[config.mk]
export PLATFORM = sky130hd
export DESIGN_NAME = program_counter_stack
export DESIGN_NICKNAME = d
export VERILOG_FILES = /design/src/rtl/program_counter_stack_pkg.sv /design/src/rtl/program_counter_stack_return_stack.sv /design/src/rtl/program_counter_stack.sv
export SDC_FILE = /design/constraint.sdc
export NUM_CORES = 1
export LEC_CHECK = 0
export BUFFER_PORTS_ARGS = -buffer_cell sky130_fd_sc_hd__buf_4
export CAP_MARGIN = 20
export CORE_UTILIZATION = 60
export DETAILED_ROUTE_END_ITERATION = 7
export PLACE_DENSITY = 0.86
export SETUP_SLACK_MARGIN = 0.4
export SYNTH_ARGS = -nofsm -noshare
export SYNTH_HDL_FRONTEND = slang
export SYNTH_SLANG_ARGS = --single-unit
[constraint.sdc]
create_clock -name CLK -period 3.9 [get_ports CLK]
set_input_delay 0.78 -clock CLK [delete_from_list [all_inputs] [get_ports CLK]]
set_output_delay 0.78 -clock CLK [all_outputs]
set_load 0.03 [all_outputs]
[src/rtl/program_counter_stack_pkg.sv]
// Shared definitions for the program counter / return-stack block.
//   MODE_*  : 3-bit operation codes carried on MODE
//   leds_t  : bundle of the per-event status pulses
package pc_stack_pkg;
  localparam logic [2:0] MODE_SEQ  = 3'b000;
  localparam logic [2:0] MODE_JMP  = 3'b001;
  localparam logic [2:0] MODE_BRR  = 3'b010;
  localparam logic [2:0] MODE_CALL = 3'b011;
  localparam logic [2:0] MODE_RET  = 3'b100;

  typedef struct packed {
    logic wpc;
    logic jmp;
    logic call;
    logic ret;
  } leds_t;
endpackage

[src/rtl/program_counter_stack_return_stack.sv]
// return_stack: DEPTH x AW LIFO for return addresses.
//   CLK/RESET : falling-edge clock, async active-high reset (clears count only)
//   push_i/din_i : push din_i when not full
//   pop_i     : drop top entry when not empty
//   top_o     : current top entry (don't-care when empty)
//   count_o/full_o/empty_o : occupancy status
module return_stack
  import pc_stack_pkg::*;
#(
  parameter int AW    = 11,
  parameter int DEPTH = 8,
  localparam int SPW  = $clog2(DEPTH) + 1,
  localparam int AIW  = $clog2(DEPTH)
) (
  input  logic           CLK,
  input  logic           RESET,
  input  logic           push_i,
  input  logic           pop_i,
  input  logic [AW-1:0]  din_i,
  output logic [AW-1:0]  top_o,
  output logic [SPW-1:0] count_o,
  output logic           full_o,
  output logic           empty_o
);
  logic [AW-1:0]  mem_q [DEPTH];
  logic [SPW-1:0] count_q, count_d;
  logic [AIW-1:0] wr_idx, top_idx;
  logic           do_push, do_pop;

  assign full_o  = (count_q == SPW'(DEPTH));
  assign empty_o = (count_q == '0);
  assign do_push = push_i & ~full_o;
  // push has priority; the controller never asserts both together
  assign do_pop  = pop_i & ~push_i & ~empty_o;
  assign wr_idx  = AIW'(count_q);
  assign top_idx = AIW'(count_q - SPW'(1));
  assign top_o   = mem_q[top_idx];
  assign count_o = count_q;

  always_comb begin
    count_d = count_q;
    if (do_push)     count_d = count_q + SPW'(1);
    else if (do_pop) count_d = count_q - SPW'(1);
  end

  always_ff @(negedge CLK or posedge RESET) begin
    if (RESET) count_q <= '0;
    else       count_q <= count_d;
  end

  // Storage has no reset: contents are meaningless until pushed.
  always_ff @(negedge CLK) begin
    if (do_push && !RESET) mem_q[wr_idx] <= din_i;
  end
endmodule

[src/rtl/program_counter_stack.sv]
// program_counter_stack: PC register with next-PC mux, return stack,
// sticky stack-error flags and one-cycle event LEDs.
//   CLK (falling edge), RESET (async, active-high)
//   WPC, MODE, COND_ALU, COND_UC, DIN : update controls from the control unit
//   DOUT : current PC;  SP/STK_FULL/STK_EMPTY : stack status
//   ERR_OVF/ERR_UDF : sticky CALL-on-full / RET-on-empty
//   LED_WPC/JMP/CALL/RET : pulses for the cycle after the matching update
module program_counter_stack
  import pc_stack_pkg::*;
#(
  parameter int AW    = 11,
  parameter int DEPTH = 8,
  localparam int SPW  = $clog2(DEPTH) + 1
) (
  input  logic           CLK,
  input  logic           RESET,
  input  logic           WPC,
  input  logic [2:0]     MODE,
  input  logic           COND_ALU,
  input  logic           COND_UC,
  input  logic [AW-1:0]  DIN,
  output logic [AW-1:0]  DOUT,
  output logic [SPW-1:0] SP,
  output logic           STK_FULL,
  output logic           STK_EMPTY,
  output logic           ERR_OVF,
  output logic           ERR_UDF,
  output logic           LED_WPC,
  output logic           LED_JMP,
  output logic           LED_CALL,
  output logic           LED_RET
);
  logic [AW-1:0] pc_q, pc_d, pc_next, stk_top;
  logic          ovf_q, ovf_d, udf_q, udf_d;
  leds_t         led_q, led_d;
  logic          take, push, pop, full, empty;

  assign take    = COND_ALU | COND_UC;
  assign pc_next = pc_q + AW'(1);

  always_comb begin
    pc_d  = pc_q;
    ovf_d = ovf_q;
    udf_d = udf_q;
    led_d = '0;
    push  = 1'b0;
    pop   = 1'b0;
    if (WPC) begin
      led_d.wpc = 1'b1;
      pc_d      = pc_next;
      case (MODE)
        MODE_JMP: if (take) begin
          pc_d      = DIN;
          led_d.jmp = 1'b1;
        end
        // DIN is a two's-complement offset; plain modular add handles the sign
        MODE_BRR: if (take) begin
          pc_d      = pc_next + DIN;
          led_d.jmp = 1'b1;
        end
        MODE_CALL: if (take) begin
          if (full) ovf_d = 1'b1;
          else begin
            push       = 1'b1;
            pc_d       = DIN;
            led_d.call = 1'b1;
          end
        end
        MODE_RET: begin
          if (empty) udf_d = 1'b1;
          else begin
            pop       = 1'b1;
            pc_d      = stk_top;
            led_d.ret = 1'b1;
          end
        end
        default: ;  // SEQ and reserved codes
      endcase
    end
  end

  always_ff @(negedge CLK or posedge RESET) begin
    if (RESET) begin
      pc_q  <= '0;
      ovf_q <= 1'b0;
      udf_q <= 1'b0;
      led_q <= '0;
    end else begin
      pc_q  <= pc_d;
      ovf_q <= ovf_d;
      udf_q <= udf_d;
      led_q <= led_d;
    end
  end

  return_stack #(.AW(AW), .DEPTH(DEPTH)) u_stack (
    .CLK     (CLK),
    .RESET   (RESET),
    .push_i  (push),
    .pop_i   (pop),
    .din_i   (pc_next),
    .top_o   (stk_top),
    .count_o (SP),
    .full_o  (full),
    .empty_o (empty)
  );

  assign DOUT      = pc_q;
  assign STK_FULL  = full;
  assign STK_EMPTY = empty;
  assign ERR_OVF   = ovf_q;
  assign ERR_UDF   = udf_q;
  assign LED_WPC   = led_q.wpc;
  assign LED_JMP   = led_q.jmp;
  assign LED_CALL  = led_q.call;
  assign LED_RET   = led_q.ret;
endmodule

==> reports/summary.md, run 1 <==
* tool error: [ERROR DPL-0033] detailed placement checks failed during check placement.
* part of the Yosys area used for sequential elements: 57.94%
* Buffers on Ports: 41
* status: stopped before the end
* instance area after placement: 7003 um2
* number of flip-flops and latches in the synthesized netlist: 109
* number of warning messages in the yosys log: 0
* most used flip-flop cell after synthesis: sky130_fd_sc_hd__edfxtp_1
* Mapped Area: 5468 um2
* Clock Path Buffers: 2
* cts hold-fix bufs: 0
* Netlist cell types: 62
* routability cong.: 0.9316
* failing step: 4_1_cts
* cell row count: 34
* number of flops mapped to enable cells by yosys: 88
* io pins: 42
* post-synthesis instance total: 408
* # placed instances: 637
* TritonCTS Sinks: 109
* number of cells upsized or downsized after cts: 114
* H-tree depth: 3
* Die Height: 97.46 um
* number of nets produced by synthesis: 443
* Initial Utilization: 62.39%
* x dimension of the die: 97.46 um
* number of buffers inserted to repair setup after CTS: 41
* post-synthesis average cell area: 13.40 um2
* cell at the root of the clock tree: sky130_fd_sc_hd__clkbuf_8
* detailed placer's ending HPWL: 11130 um
* fraction of registers with async set/reset: 19.27%
* number of buffers created by CTS: 9
## cells by family after synthesis
logic type / count (synthesis) / share of synthesized area (%)
xor gates and xnor gates: 21 / 3.364
AOI/OAI and AO/OA: 93 / 11.65
muxes: 33 / 11.24
DFF: 109 / 57.94
adders and majority gates: 16 / 3.799
buffers and inverters: 31 / 2.517
and+or+nand+nor: 105 / 9.497
## synthesized netlist by cell type (6+ instances only)
| master | n | area share, % |
|---|---|---|
| sky130_fd_sc_hd__nor2_1 | 27 | 1.9 |
| sky130_fd_sc_hd__a31oi_1 | 7 | 0.80 |
| sky130_fd_sc_hd__a221oi_1 | 6 | 0.96 |
| sky130_fd_sc_hd__nand2_1 | 27 | 1.9 |
| sky130_fd_sc_hd__clkbuf_1 | 6 | 0.41 |
| sky130_fd_sc_hd__o21ai_0 | 16 | 1.5 |
| sky130_fd_sc_hd__inv_1 | 14 | 0.96 |
| sky130_fd_sc_hd__o211ai_1 | 7 | 0.96 |
| sky130_fd_sc_hd__nor3_1 | 7 | 0.64 |
| sky130_fd_sc_hd__mux4_2 | 21 | 8.6 |
| sky130_fd_sc_hd__nand3_1 | 14 | 1.3 |
| sky130_fd_sc_hd__ha_1 | 15 | 3.4 |
| sky130_fd_sc_hd__a21oi_1 | 17 | 1.6 |
| sky130_fd_sc_hd__xor2_1 | 7 | 1.1 |
| sky130_fd_sc_hd__dfrtn_1 | 21 | 9.6 |
| sky130_fd_sc_hd__xnor2_1 | 14 | 2.2 |
| sky130_fd_sc_hd__mux2i_1 | 7 | 1.3 |
| sky130_fd_sc_hd__edfxtp_1 | 88 | 48 |
| sky130_fd_sc_hd__a211oi_1 | 6 | 0.82 |
## metrics by stage
stage	worst slack [ns]	hold slack, ns
after floorplan	-0.4219	0.5857
after global placement	-0.6005	0.4036
after detailed placement	-0.6189	0.4194
==> inputs of run 2 (changes only) <==
CORE_UTILIZATION = 40   (was 60)
PLACE_DENSITY = not set   (was 0.86)
PLACE_DENSITY_LB_ADDON = 0.15   (was not set)
SETUP_SLACK_MARGIN = not set   (was 0.4)
==> run 2 against run 1 <==
Compared with the run above:
- the flow now finishes, with violations (setup timing)
- synthesized cell count unchanged
- synthesized area unchanged
==> reports/summary.md, run 2 <==
* status: finished with violations, was stopped before the end
* violations in the final reports: setup timing
* routability cong.: 0.8695, was 0.9316
* fraction of registers with async set/reset: 19.27%, unchanged
* Die Height: 118.9 um, was 97.46 um
* number of pins with negative max-slew slack in the final report: 0
* slew at the pin with the worst max-slew slack: 1.068 ns
* detailed placer's ending HPWL: 10940 um, was 11130 um
* Layout Area Growth over Synthesis: 47.23%
* final WL: 16130 um
* endpoints failing hold: 0
* share of final-layout standard cells stronger than drive strength 1: 41.15%
* Netlist cell types: 62, unchanged
* gr ovfl total: 0
* die footprint: 14140 um2
* Via density: 5.429
* post-layout utilization of the core: 60.55%
* Buffers on Ports: 41, unchanged
* number of flops mapped to enable cells by yosys: 88, unchanged
* arrival time worst endpoint: 3.47 ns
* kind of end point of the critical path: output port
* Remaining DRCs: 0
* largest vdd supply drop: 0.0004230 V
* cell at the root of the clock tree: sky130_fd_sc_hd__clkbuf_16, was sky130_fd_sc_hd__clkbuf_8
* minimum setup slack in the final design: -0.3528 ns
* number of buffers created by CTS: 9, unchanged
* Lkg Pwr: 3.360 nW
* setup repair after global routing missed its margin: true
* max_slew headroom: 28.31%
* power density over the cells: 736.7 nW/um2
* register ranked first by flip-flop count: u_stack.mem_q
* pre-CTS setup slack: -0.6219 ns, was -0.6189 ns
* TritonCTS Sinks: 109, unchanged
* type of the most critical hold path: reg2reg
* largest area contributor in the netlist: sky130_fd_sc_hd__edfxtp_1, unchanged
* global-route usage over all layers: 23.73%
* final clock skew: 0.07094 ns
* Commonest cells post-synth: 88 x sky130_fd_sc_hd__edfxtp_1, 27 x sky130_fd_sc_hd__nand2_1, 27 x sky130_fd_sc_hd__nor2_1, 21 x sky130_fd_sc_hd__dfrtn_1, 21 x sky130_fd_sc_hd__mux4_2, unchanged
* sum of negative setup slack: -1.063 ns
* Clock Path Buffers: 2, unchanged
* area taken by flip-flops and latches: 3168 um2
* classification of the worst setup path: reg2out
* post-synthesis instance total: 408, unchanged
* CORE AREA: 13300 um2
* H-tree depth: 3, unchanged
* TritonCTS clock tree: yes
* number of flip-flops and latches in the synthesized netlist: 109, unchanged
* launching element type of the critical path: flop
* number of warning messages in the yosys log: 0, unchanged
* number of antenna repair diodes: 0
* total via count after detailed routing: 4452
* most common cell after layout, fill and taps aside: sky130_fd_sc_hd__buf_4
* combined area of the multi-input logic cells: 2685 um2
* x dimension of the die: 118.9 um, was 97.46 um
* number of antenna-violating nets in the routed design: 0
* overall power after layout: 5.931 mW
* count of routing violations after the opening detailed-route iteration: 349
* number of detailed-route iterations in the first pass: 4
* largest net degree at the start of global routing: 32
* leading cell types in the layout, fill and taps excluded: 131 x sky130_fd_sc_hd__buf_4, 97 x sky130_fd_sc_hd__inv_1, 88 x sky130_fd_sc_hd__edfxtp_1, 22 x sky130_fd_sc_hd__nand2_1
* clock-pin slew reported for the worst setup and hold paths after clock tree synthesis: 0.06 ns
* flip-flop count of the largest register, all copies and words added: 88
* slack of the worst reg-to-reg path: 0.28 ns
* cts hold-fix bufs: 0, unchanged
* vias in the first global route: 4649
* Worst-Skew Late Latency: 0.43 ns
* CP Max Fanout: 2
* count of max-cap constraint violations: 0
* library cell with the highest instance count after synthesis: sky130_fd_sc_hd__edfxtp_1, unchanged
* part of the Yosys area used for sequential elements: 57.94%, unchanged
* initial antenna violation count: 0
* most used flip-flop cell after synthesis: sky130_fd_sc_hd__edfxtp_1, unchanged
* Final nets: 674
* most area-consuming cells after synthesis: sky130_fd_sc_hd__edfxtp_1 48%, sky130_fd_sc_hd__dfrtn_1 9.6%, sky130_fd_sc_hd__mux4_2 8.6%, unchanged
* number of nets produced by synthesis: 443, unchanged
* portion of synthesized cell area occupied by the leading cell type: 48.33%, unchanged
* io pins: 42, unchanged
* cell row count: 42, was 34
* Crit path required time: 3.12 ns
* global-route wire length before repair: 24790 um
* Mapped Area: 5468 um2, unchanged
* Setup Viol. Count Final: 9
* post-synthesis average cell area: 13.40 um2, unchanged
* wire per inst: 19.67 um
* Initial Utilization: 41.13%, was 62.39%
* filler cell count: 1063
[run 2: routing by layer]
layer	part of all wire, %	vias up	wire length (um)	global-route usage [%]
li1	-	2063	-	-
met4	1.0	0	167	9.415
met2	50	135	8051	36.73
met5	0	-	0	0
met3	5.4	11	870	5.747
met1	44	2243	7036	32.21
[run 2: timing repair]
action / 4_1_cts / 5_1_grt
gates resized for setup: 32 / 29
buffers inserted: 6 / 3
pin swaps: 11 / 12
setup endpoints to repair: 12 / 19
gates cloned: 0 / 0
[run 2: cell type report]
cell class | instances | share of cell area, %
Multi-Input combinational cell | 268 | 33.35
Clock buffer | 9 | 2.798
Sequential cell | 109 | 39.35
Tap cell | 176 | 2.735
Inverter | 13 | 0.8082
Clock inverter | 95 | 5.113
Timing Repair Buffer | 150 | 15.84
[run 2: cell families after synthesis]
family / share of synthesized area, %
and+or+nand+nor: 9.497
buffers and inverters: 2.517
adders and majority gates: 3.799
xor gates and xnor gates: 3.364
AOI/OAI and AO/OA: 11.65
DFF: 57.94
muxes: 11.24
[run 2: stage by stage]
stage,hold WS [ns],instances,instance area [um2]
2_1_floorplan,0.5857,408,5819
3_3_place_gp,0.4035,708,7054
3_5_place_dp,0.4139,708,7054
4_1_cts,0.4176,816,7888
5_1_grt,0.4463,820,8050
6_report,0.4213,820,8050
[run 2: final timing paths]
| check | start | endpoint | depth (start not counted) |
|---|---|---|---|
| min | ERR_UDF | ERR_UDF | 1 |
| max | u_stack.count_o[1] | STK_EMPTY | 5 |
| min in group asynchronous | RESET | LED_JMP | 3 |
| min reg2reg | ERR_UDF | ERR_UDF | 1 |
| max in group asynchronous | RESET | DOUT[9] | 3 |
| max reg2reg | DOUT[1] | DOUT[10] | 12 |
[run 2: where the power goes]
part | internal, mW | total (mW) | switching (mW)
clock | 0.581 | 1.28 | 0.698
combinational | 1.37 | 3.04 | 1.67
sequential | 1.52 | 1.61 | 0.0958
total | 3.47 | 5.93 | 2.47
[run 2: worst max-delay path, cell delays in order, from the launching register on]
cell and delay, ns:
sky130_fd_sc_hd__dfrtn_1 0.36, sky130_fd_sc_hd__inv_2 0.09, sky130_fd_sc_hd__ha_4 0.12, sky130_fd_sc_hd__or3b_4 0.40, sky130_fd_sc_hd__clkinv_4 0.07, sky130_fd_sc_hd__buf_6 0.12
Power figures use the tool's default switching activity.
==> inputs of run 3 (changes only) <==
SYNTH_HIERARCHICAL = 1   (was not set)
==> run 3 against run 2 <==
Compared with the run above:
- the run still ends with setup timing left
- largest power group unchanged
- hold slack improved by 0.0082 ns
- critical endpoint is now DOUT[9]
- synthesized cell count is 0.25% higher
- via count up 4.6%
- highest routed layer unchanged
==> reports/summary.md, run 3 <==
* status: finished with violations, unchanged
* violations in the final reports: setup timing, unchanged
* io pins: 42, unchanged
* sum of negative setup slack: -17.47 ns, was -1.063 ns
* setup repair after global routing missed its margin: true, unchanged
* routability cong.: 0.8999, was 0.8695
* Final nets: 704, was 674
* global-route wire length before repair: 25380 um, was 24790 um
* post-synthesis average cell area: 13.64 um2, was 13.40 um2
* endpoints failing hold: 0, unchanged
* count of max-cap constraint violations: 0, unchanged
* instance area after placement: 7039 um2, was 7054 um2
* largest vdd supply drop: 0.0004958 V, was 0.0004230 V
* Remaining DRCs: 0, unchanged
* count of routing violations after the opening detailed-route iteration: 409, was 349
* number of detailed-route iterations in the first pass: 7, was 4
* kind of end point of the critical path: flop, was output port
* non-filler instance count after layout: 852, was 820
* overall power after layout: 5.878 mW, was 5.931 mW
* most used flip-flop cell after synthesis: sky130_fd_sc_hd__edfxtp_1, unchanged
* dominant combinational cell family by area after synthesis: multiplexers, was compound AO/OA/AOI/OAI gates
* initial antenna violation count: 0, unchanged
* Setup Viol. Count Final: 103, was 9
* Commonest cells post-synth: 88 x sky130_fd_sc_hd__edfxtp_1, 31 x sky130_fd_sc_hd__nor2_1, 26 x sky130_fd_sc_hd__nand2_1, 21 x sky130_fd_sc_hd__a21oi_1, 21 x sky130_fd_sc_hd__dfrtn_1, was 88 x sky130_fd_sc_hd__edfxtp_1, 27 x sky130_fd_sc_hd__nand2_1, 27 x sky130_fd_sc_hd__nor2_1, 21 x sky130_fd_sc_hd__dfrtn_1, 21 x sky130_fd_sc_hd__mux4_2
* cell at the root of the clock tree: sky130_fd_sc_hd__clkbuf_16, unchanged
* flip-flop count of the largest register, all copies and words added: 88, unchanged
* WHS Endpoint: ERR_UDF, unchanged
* Via density: 5.467, was 5.429
* fraction of registers with async set/reset: 19.27%, unchanged
* vias in the first global route: 4673, was 4649
* detailed placer's ending HPWL: 11180 um, was 10940 um
* Lkg Pwr: 3.601 nW, was 3.360 nW
* number of flops mapped to enable cells by yosys: 88, unchanged
* global routing's busiest layer: met2, unchanged
* end of the worst register-to-register path: DOUT[9], was DOUT[10]
* global routing usage on met1: 34.19%, was 32.21%
* type of the most critical hold path: reg2reg, unchanged
* Mapped Area: 5579 um2, was 5468 um2
* CORE AREA: 13400 um2, was 13300 um2
* XOR/XNOR Fraction of Synth Area: 2.826%, was 3.364%
* global-route usage over all layers: 24.40%, was 23.73%
* Clock Path Buffers: 2, unchanged
* cell-by-cell trace of the critical path: buf_8 > ha_4 > buf_4 > buf_6 > buf_6 > a211oi_4 > o211ai_1 > a41oi_2 > xnor2_2 > a221oi_2 > nor2_1, was inv_2 > ha_4 > or3b_4 > clkinv_4 > buf_6
* most common cell after layout, fill and taps aside: sky130_fd_sc_hd__buf_4, unchanged
* Initial Utilization: 41.63%, was 41.13%
* number of antenna-violating nets in the routed design: 0, unchanged
* die footprint: 14420 um2, was 14140 um2
* cell repeated most along the worst path: sky130_fd_sc_hd__buf_6
* final WL: 16940 um, was 16130 um
* Worst-Skew Late Latency: 0.43 ns, about the same
* adder-cell share of the synthesized area: 3.274%, was 3.799%
* cell row count: 42, unchanged
* met3 track utilization from global routing: 6.179%, was 5.747%
* simple-gate area share of the yosys netlist: 10.25%, was 9.497%
* wire per inst: 19.88 um, was 19.67 um
* share of final-layout standard cells stronger than drive strength 1: 45.27%, was 41.15%
* Layout Area Growth over Synthesis: 51.74%, was 47.23%
* power density over the cells: 694.4 nW/um2, was 736.7 nW/um2
* dominant delay contributor by cell family on the critical path: compound AO/OA/AOI/OAI gates, was simple AND/OR/NAND/NOR gates
* number of warning messages in the yosys log: 6, was 0
* library cell with the highest instance count after synthesis: sky130_fd_sc_hd__edfxtp_1, unchanged
* number of nets produced by synthesis: 442, was 443
* H-tree depth: 3, unchanged
* most area-consuming cells after synthesis: sky130_fd_sc_hd__edfxtp_1 47%, sky130_fd_sc_hd__dfrtn_1 9.4%, sky130_fd_sc_hd__mux4_2 6.5%, was sky130_fd_sc_hd__edfxtp_1 48%, sky130_fd_sc_hd__dfrtn_1 9.6%, sky130_fd_sc_hd__mux4_2 8.6%
* area fraction in compound gates after synthesis: 11.19%, was 11.65%
* largest area contributor in the netlist: sky130_fd_sc_hd__edfxtp_1, unchanged
* startpoint of the lowest-slack register-to-register path: DOUT[0], was DOUT[1]
* Buffers on Ports: 41, unchanged
* launching element type of the critical path: input pin, was flop
* number of pins with negative max-slew slack in the final report: 0, unchanged
* Die Height: 120.1 um, was 118.9 um
* Crit path required time: 2.15 ns, was 3.12 ns
* Netlist cell types: 66, was 62
* largest net degree at the start of global routing: 28, was 32
* classification of the worst setup path: in2reg, was reg2out
* arrival time worst endpoint: 2.53 ns, was 3.47 ns
* x dimension of the die: 120.1 um, was 118.9 um
* fraction of met2 tracks used by global routing: 36.78%, was 36.73%
* slew at the pin with the worst max-slew slack: 0.9268 ns, was 1.068 ns
* startpoint of the tightest hold check path: ERR_UDF, unchanged
* largest stage delay on the critical path: 0.36 ns, was 0.40 ns
* TritonCTS Sinks: 109, unchanged
* number of buffers created by CTS: 9, unchanged
* number of antenna repair diodes: 0, unchanged
* register ranked first by flip-flop count: u_stack/mem_q, was u_stack.mem_q
* post-layout utilization of the core: 63.17%, was 60.55%
* minimum setup slack in the final design: -0.3821 ns, was -0.3528 ns
* slack of the worst reg-to-reg path: 0.40 ns, was 0.28 ns
* gr ovfl total: 0, unchanged
* leading cell types in the layout, fill and taps excluded: 145 x sky130_fd_sc_hd__buf_4, 93 x sky130_fd_sc_hd__inv_1, 88 x sky130_fd_sc_hd__edfxtp_1, 26 x sky130_fd_sc_hd__buf_6, 23 x sky130_fd_sc_hd__nand2_1, was 131 x sky130_fd_sc_hd__buf_4, 97 x sky130_fd_sc_hd__inv_1, 88 x sky130_fd_sc_hd__edfxtp_1, 22 x sky130_fd_sc_hd__nand2_1
* max_slew headroom: 37.77%, was 28.31%
* worst-case reg-to-reg path depth: 11, was 12
* number of buffer and inverter instances along the worst setup path: 4, was 3
* multiplexer area fraction after synthesis: 12.67%, was 11.24%
* part of the Yosys area used for sequential elements: 56.78%, was 57.94%
* # placed instances: 701, was 708
* worst hold path cell count: 1, unchanged
* final instance area: 8466 um2, was 8050 um2
* number of cells on the critical path: 11, was 5
* total via count after detailed routing: 4658, was 4452
* TritonCTS clock tree: yes, unchanged
* clock-pin slew reported for the worst setup and hold paths after clock tree synthesis: 0.06 ns, about the same
* number of flip-flops and latches in the synthesized netlist: 109, unchanged
* CP Max Fanout: 2, unchanged
* post-synthesis instance total: 409, was 408
* portion of synthesized cell area occupied by the leading cell type: 47.36%, was 48.33%
* final clock skew: 0.07391 ns, was 0.07094 ns
* CP max stage cell: sky130_fd_sc_hd__a221oi_2, was sky130_fd_sc_hd__or3b_4
-- run 3: what timing repair did --
| item | in CTS | in global routing |
|---|---|---|
| gates resized for setup | 68 | 24 |
| setup endpoints to repair | 97 | 108 |
| pin swaps | 37 | 42 |
| hold buffers | 0 | 0 |
| buffers inserted | 32 | 20 |
| gates cloned | 2 | 0 |
-- run 3: metal layers --
| metal | wire [um] | up-vias |
|---|---|---|
| li1 | - | 2123 |
| met1 | 7301 | 2342 |
| met2 | 8169 | 177 |
| met3 | 1223 | 16 |
| met4 | 240 | 0 |
| met5 | 0 | - |
-- run 3: cells by family (layout without fill, tap and decap cells) --
| logic type | Yosys count | count (layout) |
|---|---|---|
| flip-flops | 109 | 109 |
| adder cells (fa/ha/maj) | 14 | 14 |
| AO/OA/AOI/OAI | 92 | 92 |
| XOR/XNOR | 18 | 18 |
| AND/OR/NAND/NOR | 109 | 109 |
| buffers and inverters | 30 | 297 |
| multiplexers | 37 | 37 |
-- run 3: power breakdown --
part | switching [mW] | internal, mW | total (mW)
Combinational | 1.52 | 1.41 | 2.93
Sequential | 0.0908 | 1.49 | 1.58
Clock | 0.718 | 0.658 | 1.38
Total | 2.33 | 3.55 | 5.88
-- run 3: layout make-up --
cell class	instances	area, um2
inverters	7	26.28
multi-input cells	270	2716
repair buffers	186	1657
clock inverters	95	452.9
fillers	1068	4935
well taps	176	220.2
flip-flops and latches	109	3168
clock buffers	9	225.2
-- run 3: how the worst max path moves through the flow --
stage            start                 end  slack [ns]
2_1_floorplan  MODE[0]  u_stack/count_o[3]       -0.62
3_3_place_gp    DIN[0]             DOUT[8]       -0.75
3_5_place_dp    DIN[0]             DOUT[8]       -0.81
4_1_cts         DIN[0]             DOUT[8]       -0.34
5_1_grt         DIN[0]             DOUT[8]       -0.44
6_report        DIN[0]             DOUT[9]       -0.38
-- run 3: metrics by stage --
step	hold WS [ns]	setup WS, ns
final	0.4295	-0.3821
after global routing	0.4437	-0.4413
after CTS	0.4386	-0.3363
after detailed placement	0.4365	-0.8071
after global placement	0.4116	-0.7482
after floorplan	0.5969	-0.6201
==> inputs of run 4 (changes only) <==
CORE_UTILIZATION = 60   (was 40)
==> run 4 against run 3 <==
Compared with the run above:
- the run ends with DRC, setup timing left
- sequential share of layout area increased by 1.4 points
- global-route usage increased by 17 points
- critical path depth decreased by 1
- utilization increased by 29 points
- combinational power increased by 3%
- flip-flop and latch count unchanged
- critical path type unchanged
- largest cell class unchanged
==> reports/summary.md, run 4 (synthesized netlist as in run 3, its figures left out) <==
* status: finished with violations, unchanged
* violations in the final reports: DRC, setup timing, was setup timing
* count of max-cap constraint violations: 0, unchanged
* share of final-layout standard cells stronger than drive strength 1: 43.36%, was 45.27%
* most common cell after layout, fill and taps aside: sky130_fd_sc_hd__buf_4, unchanged
* H-tree depth: 3, unchanged
* Worst-Skew Late Latency: 0.48 ns, was 0.43 ns
* power density over the cells: 715.4 nW/um2, was 694.4 nW/um2
* number of buffers created by CTS: 9, unchanged
* flip-flop count of the largest register, all copies and words added: 88, unchanged
* Clock Path Buffers: 2, unchanged
* post-layout utilization of the core: 92.19%, was 63.17%
* max_slew headroom: 22.75%, was 37.77%
* io pins: 42, unchanged
* global-route wire length before repair: 29210 um, was 25380 um
* Crit path required time: 2.17 ns, was 2.15 ns
* wire per inst: 27.51 um, was 19.88 um
* largest net degree at the start of global routing: 28, unchanged
* Buffers on Ports: 41, unchanged
* number of buffer and inverter instances along the worst setup path: 2, was 4
* initial antenna violation count: 1, was 0
* WHS Endpoint: ERR_UDF, unchanged
* global-route usage over all layers: 41.40%, was 24.40%
* detailed placer's ending HPWL: 10470 um, was 11180 um
* clock-pin slew reported for the worst setup and hold paths after clock tree synthesis: 0.09 ns, was 0.06 ns
* non-filler instance count after layout: 764, was 852
* slack of the worst reg-to-reg path: 0.36 ns, was 0.40 ns
* final instance area: 8158 um2, was 8466 um2
* combined area of the multi-input logic cells: 2730 um2, was 2716 um2
* setup repair after global routing missed its margin: true, unchanged
* number of detailed-route iterations in the first pass: 8, was 7
* CORE AREA: 8848 um2, was 13400 um2
* share of power burned in registers: 26.9%, was 26.8%
* final clock skew: 0.1180 ns, was 0.07391 ns
* arrival time worst endpoint: 2.46 ns, was 2.53 ns
* Final nets: 683, was 704
* kind of end point of the critical path: flop, unchanged
* worst hold path cell count: 1, unchanged
* CP Max Fanout: 2, unchanged
* slew at the pin with the worst max-slew slack: 1.151 ns, was 0.9268 ns
* TritonCTS Sinks: 109, unchanged
* count of routing violations after the opening detailed-route iteration: 828, was 409
* startpoint of the tightest hold check path: ERR_UDF, unchanged
* leading cell types in the layout, fill and taps excluded: 127 x sky130_fd_sc_hd__buf_4, 93 x sky130_fd_sc_hd__inv_1, 88 x sky130_fd_sc_hd__edfxtp_1, 24 x sky130_fd_sc_hd__nand2_1, 22 x sky130_fd_sc_hd__nor2_1, was 145 x sky130_fd_sc_hd__buf_4, 93 x sky130_fd_sc_hd__inv_1, 88 x sky130_fd_sc_hd__edfxtp_1, 26 x sky130_fd_sc_hd__buf_6, 23 x sky130_fd_sc_hd__nand2_1
* Setup Viol. Count Final: 107, was 103
* area taken by flip-flops and latches: 3168 um2, unchanged
* vias in the first global route: 5275, was 4673
* register ranked first by flip-flop count: u_stack/mem_q, unchanged
* net switching power figure: 2.563 mW, was 2.329 mW
* die footprint: 9688 um2, was 14420 um2
* # placed instances: 621, was 701
* tightest hold margin: 0.4666 ns, was 0.4295 ns
* cell-by-cell trace of the critical path: buf_8 > ha_4 > fa_2 > buf_6 > a21o_1 > a211oi_2 > nor3_2 > a21oi_1 > o221a_2 > a21oi_2, was buf_8 > ha_4 > buf_4 > buf_6 > buf_6 > a211oi_4 > o211ai_1 > a41oi_2 > xnor2_2 > a221oi_2 > nor2_1
* end of the worst register-to-register path: DOUT[4], was DOUT[9]
* filler cell count: 300, was 1068
* classification of the worst setup path: in2reg, unchanged
* cell at the root of the clock tree: sky130_fd_sc_hd__clkbuf_8, was sky130_fd_sc_hd__clkbuf_16
* Lkg Pwr: 3.461 nW, was 3.601 nW
* launching element type of the critical path: input pin, unchanged
* endpoints failing hold: 0, unchanged
* cell row count: 34, was 42
* minimum setup slack in the final design: -0.2926 ns, was -0.3821 ns
* largest vdd supply drop: 0.0004924 V, was 0.0004958 V
* number of pins with negative max-slew slack in the final report: 0, unchanged
* switching share of total power: 43.92%, was 39.61%
* final WL: 21020 um, was 16940 um
* Via density: 6.855, was 5.467
* instance area after placement: 6877 um2, was 7039 um2
* dominant delay contributor by cell family on the critical path: compound AO/OA/AOI/OAI gates, unchanged
* Layout Area Growth over Synthesis: 46.22%, was 51.74%
* Initial Utilization: 63.05%, was 41.63%
* combinational fraction of design power: 51.5%, was 49.8%
* largest stage delay on the critical path: 0.36 ns, about the same
* cts hold-fix bufs: 0, unchanged
* CP max stage cell: sky130_fd_sc_hd__fa_2, was sky130_fd_sc_hd__a221oi_2
* gr ovfl total: 0, unchanged
* worst-case reg-to-reg path depth: 12, was 11
* type of the most critical hold path: reg2reg, unchanged
* Internal: 3.273 mW, was 3.550 mW
* Die Height: 98.43 um, was 120.1 um
* routability cong.: 0.9603, was 0.8999
* Remaining DRCs: 5, was 0
* number of antenna-violating nets in the routed design: 0, unchanged
* total via count after detailed routing: 5237, was 4658
* startpoint of the lowest-slack register-to-register path: DOUT[0], unchanged
* x dimension of the die: 98.43 um, was 120.1 um
* clock share of power: 21.6%, was 23.4%
* TritonCTS clock tree: yes, unchanged
[run 4: changes by cell type in the layout (fill, tap and decap cells not counted), moves of 2 or more]
cell and delta:
sky130_fd_sc_hd__a21oi_1 +2, sky130_fd_sc_hd__a21oi_2 -4, sky130_fd_sc_hd__a21oi_4 +2, sky130_fd_sc_hd__buf_4 -18, sky130_fd_sc_hd__buf_6 -7, sky130_fd_sc_hd__buf_8 +3, sky130_fd_sc_hd__clkbuf_16 -7, sky130_fd_sc_hd__clkbuf_8 +9
sky130_fd_sc_hd__inv_12 +2, sky130_fd_sc_hd__o2111ai_1 -2, sky130_fd_sc_hd__o2111ai_2 +2, sky130_fd_sc_hd__o221ai_1 +2, sky130_fd_sc_hd__o221ai_2 -2
[run 4: layer usage]
layer / share of wire (%) / global-route usage (%) / vias to the layer above
met2: 46 / 64.68 / 556
met5: 0 / 0 / -
met1: 33 / 51.44 / 2436
li1: - / - / 2081
met3: 13 / 13.76 / 164
met4: 7.8 / 22.85 / 0
[run 4: power by group through the flow]
stage / Combinational (mW) / Sequential [mW] / Clock (mW)
after global routing: 3.09 / 1.57 / 1.37
after floorplan: 1.54 / 1.71 / 0.136
after detailed placement: 2.45 / 1.60 / 0.136
after global placement: 2.37 / 1.59 / 0.136
after CTS: 2.72 / 1.56 / 1.22
final: 3.01 / 1.57 / 1.26
[run 4: how the worst max path moves through the flow]
stage | from | endpoint | slack [ns] | cells past startpoint
after floorplan | MODE[0] | u_stack/count_o[3] | -0.62 | 9
after global placement | DIN[0] | DOUT[8] | -0.69 | 9
after detailed placement | DIN[0] | DOUT[8] | -0.72 | 9
after CTS | DIN[0] | DOUT[8] | -0.25 | 9
after global routing | MODE[0] | u_stack/count_o[3] | -0.32 | 9
final | DIN[0] | DOUT[4] | -0.29 | 10
[run 4: what timing repair did]
action                                  4_1_cts  5_1_grt
setup buffers                                31       10
gates cloned                                  3        0
gates resized for setup                      56       34
endpoints found under the setup margin      107      107
pin swaps                                    35       31
[run 4: through the flow]
step | total power, mW | setup WS (ns) | setup TNS (ns)
final | 5.836 | -0.2926 | -13.63
after global routing | 6.027 | -0.3241 | -15.31
after CTS | 5.499 | -0.2465 | -7.501
after detailed placement | 4.183 | -0.7194 | -51.12
after global placement | 4.100 | -0.6884 | -48.46
after floorplan | 3.383 | -0.6201 | -42.71
[run 4: final cells by class]
type,instances,share of cell area (%)
diodes,1,0.03067
clock buffers,9,1.518
clock inverters,95,5.567
inverters,7,0.3221
multi-input cells,270,33.47
flip-flops and latches,109,38.83
well taps,108,1.656
repair buffers,165,18.60
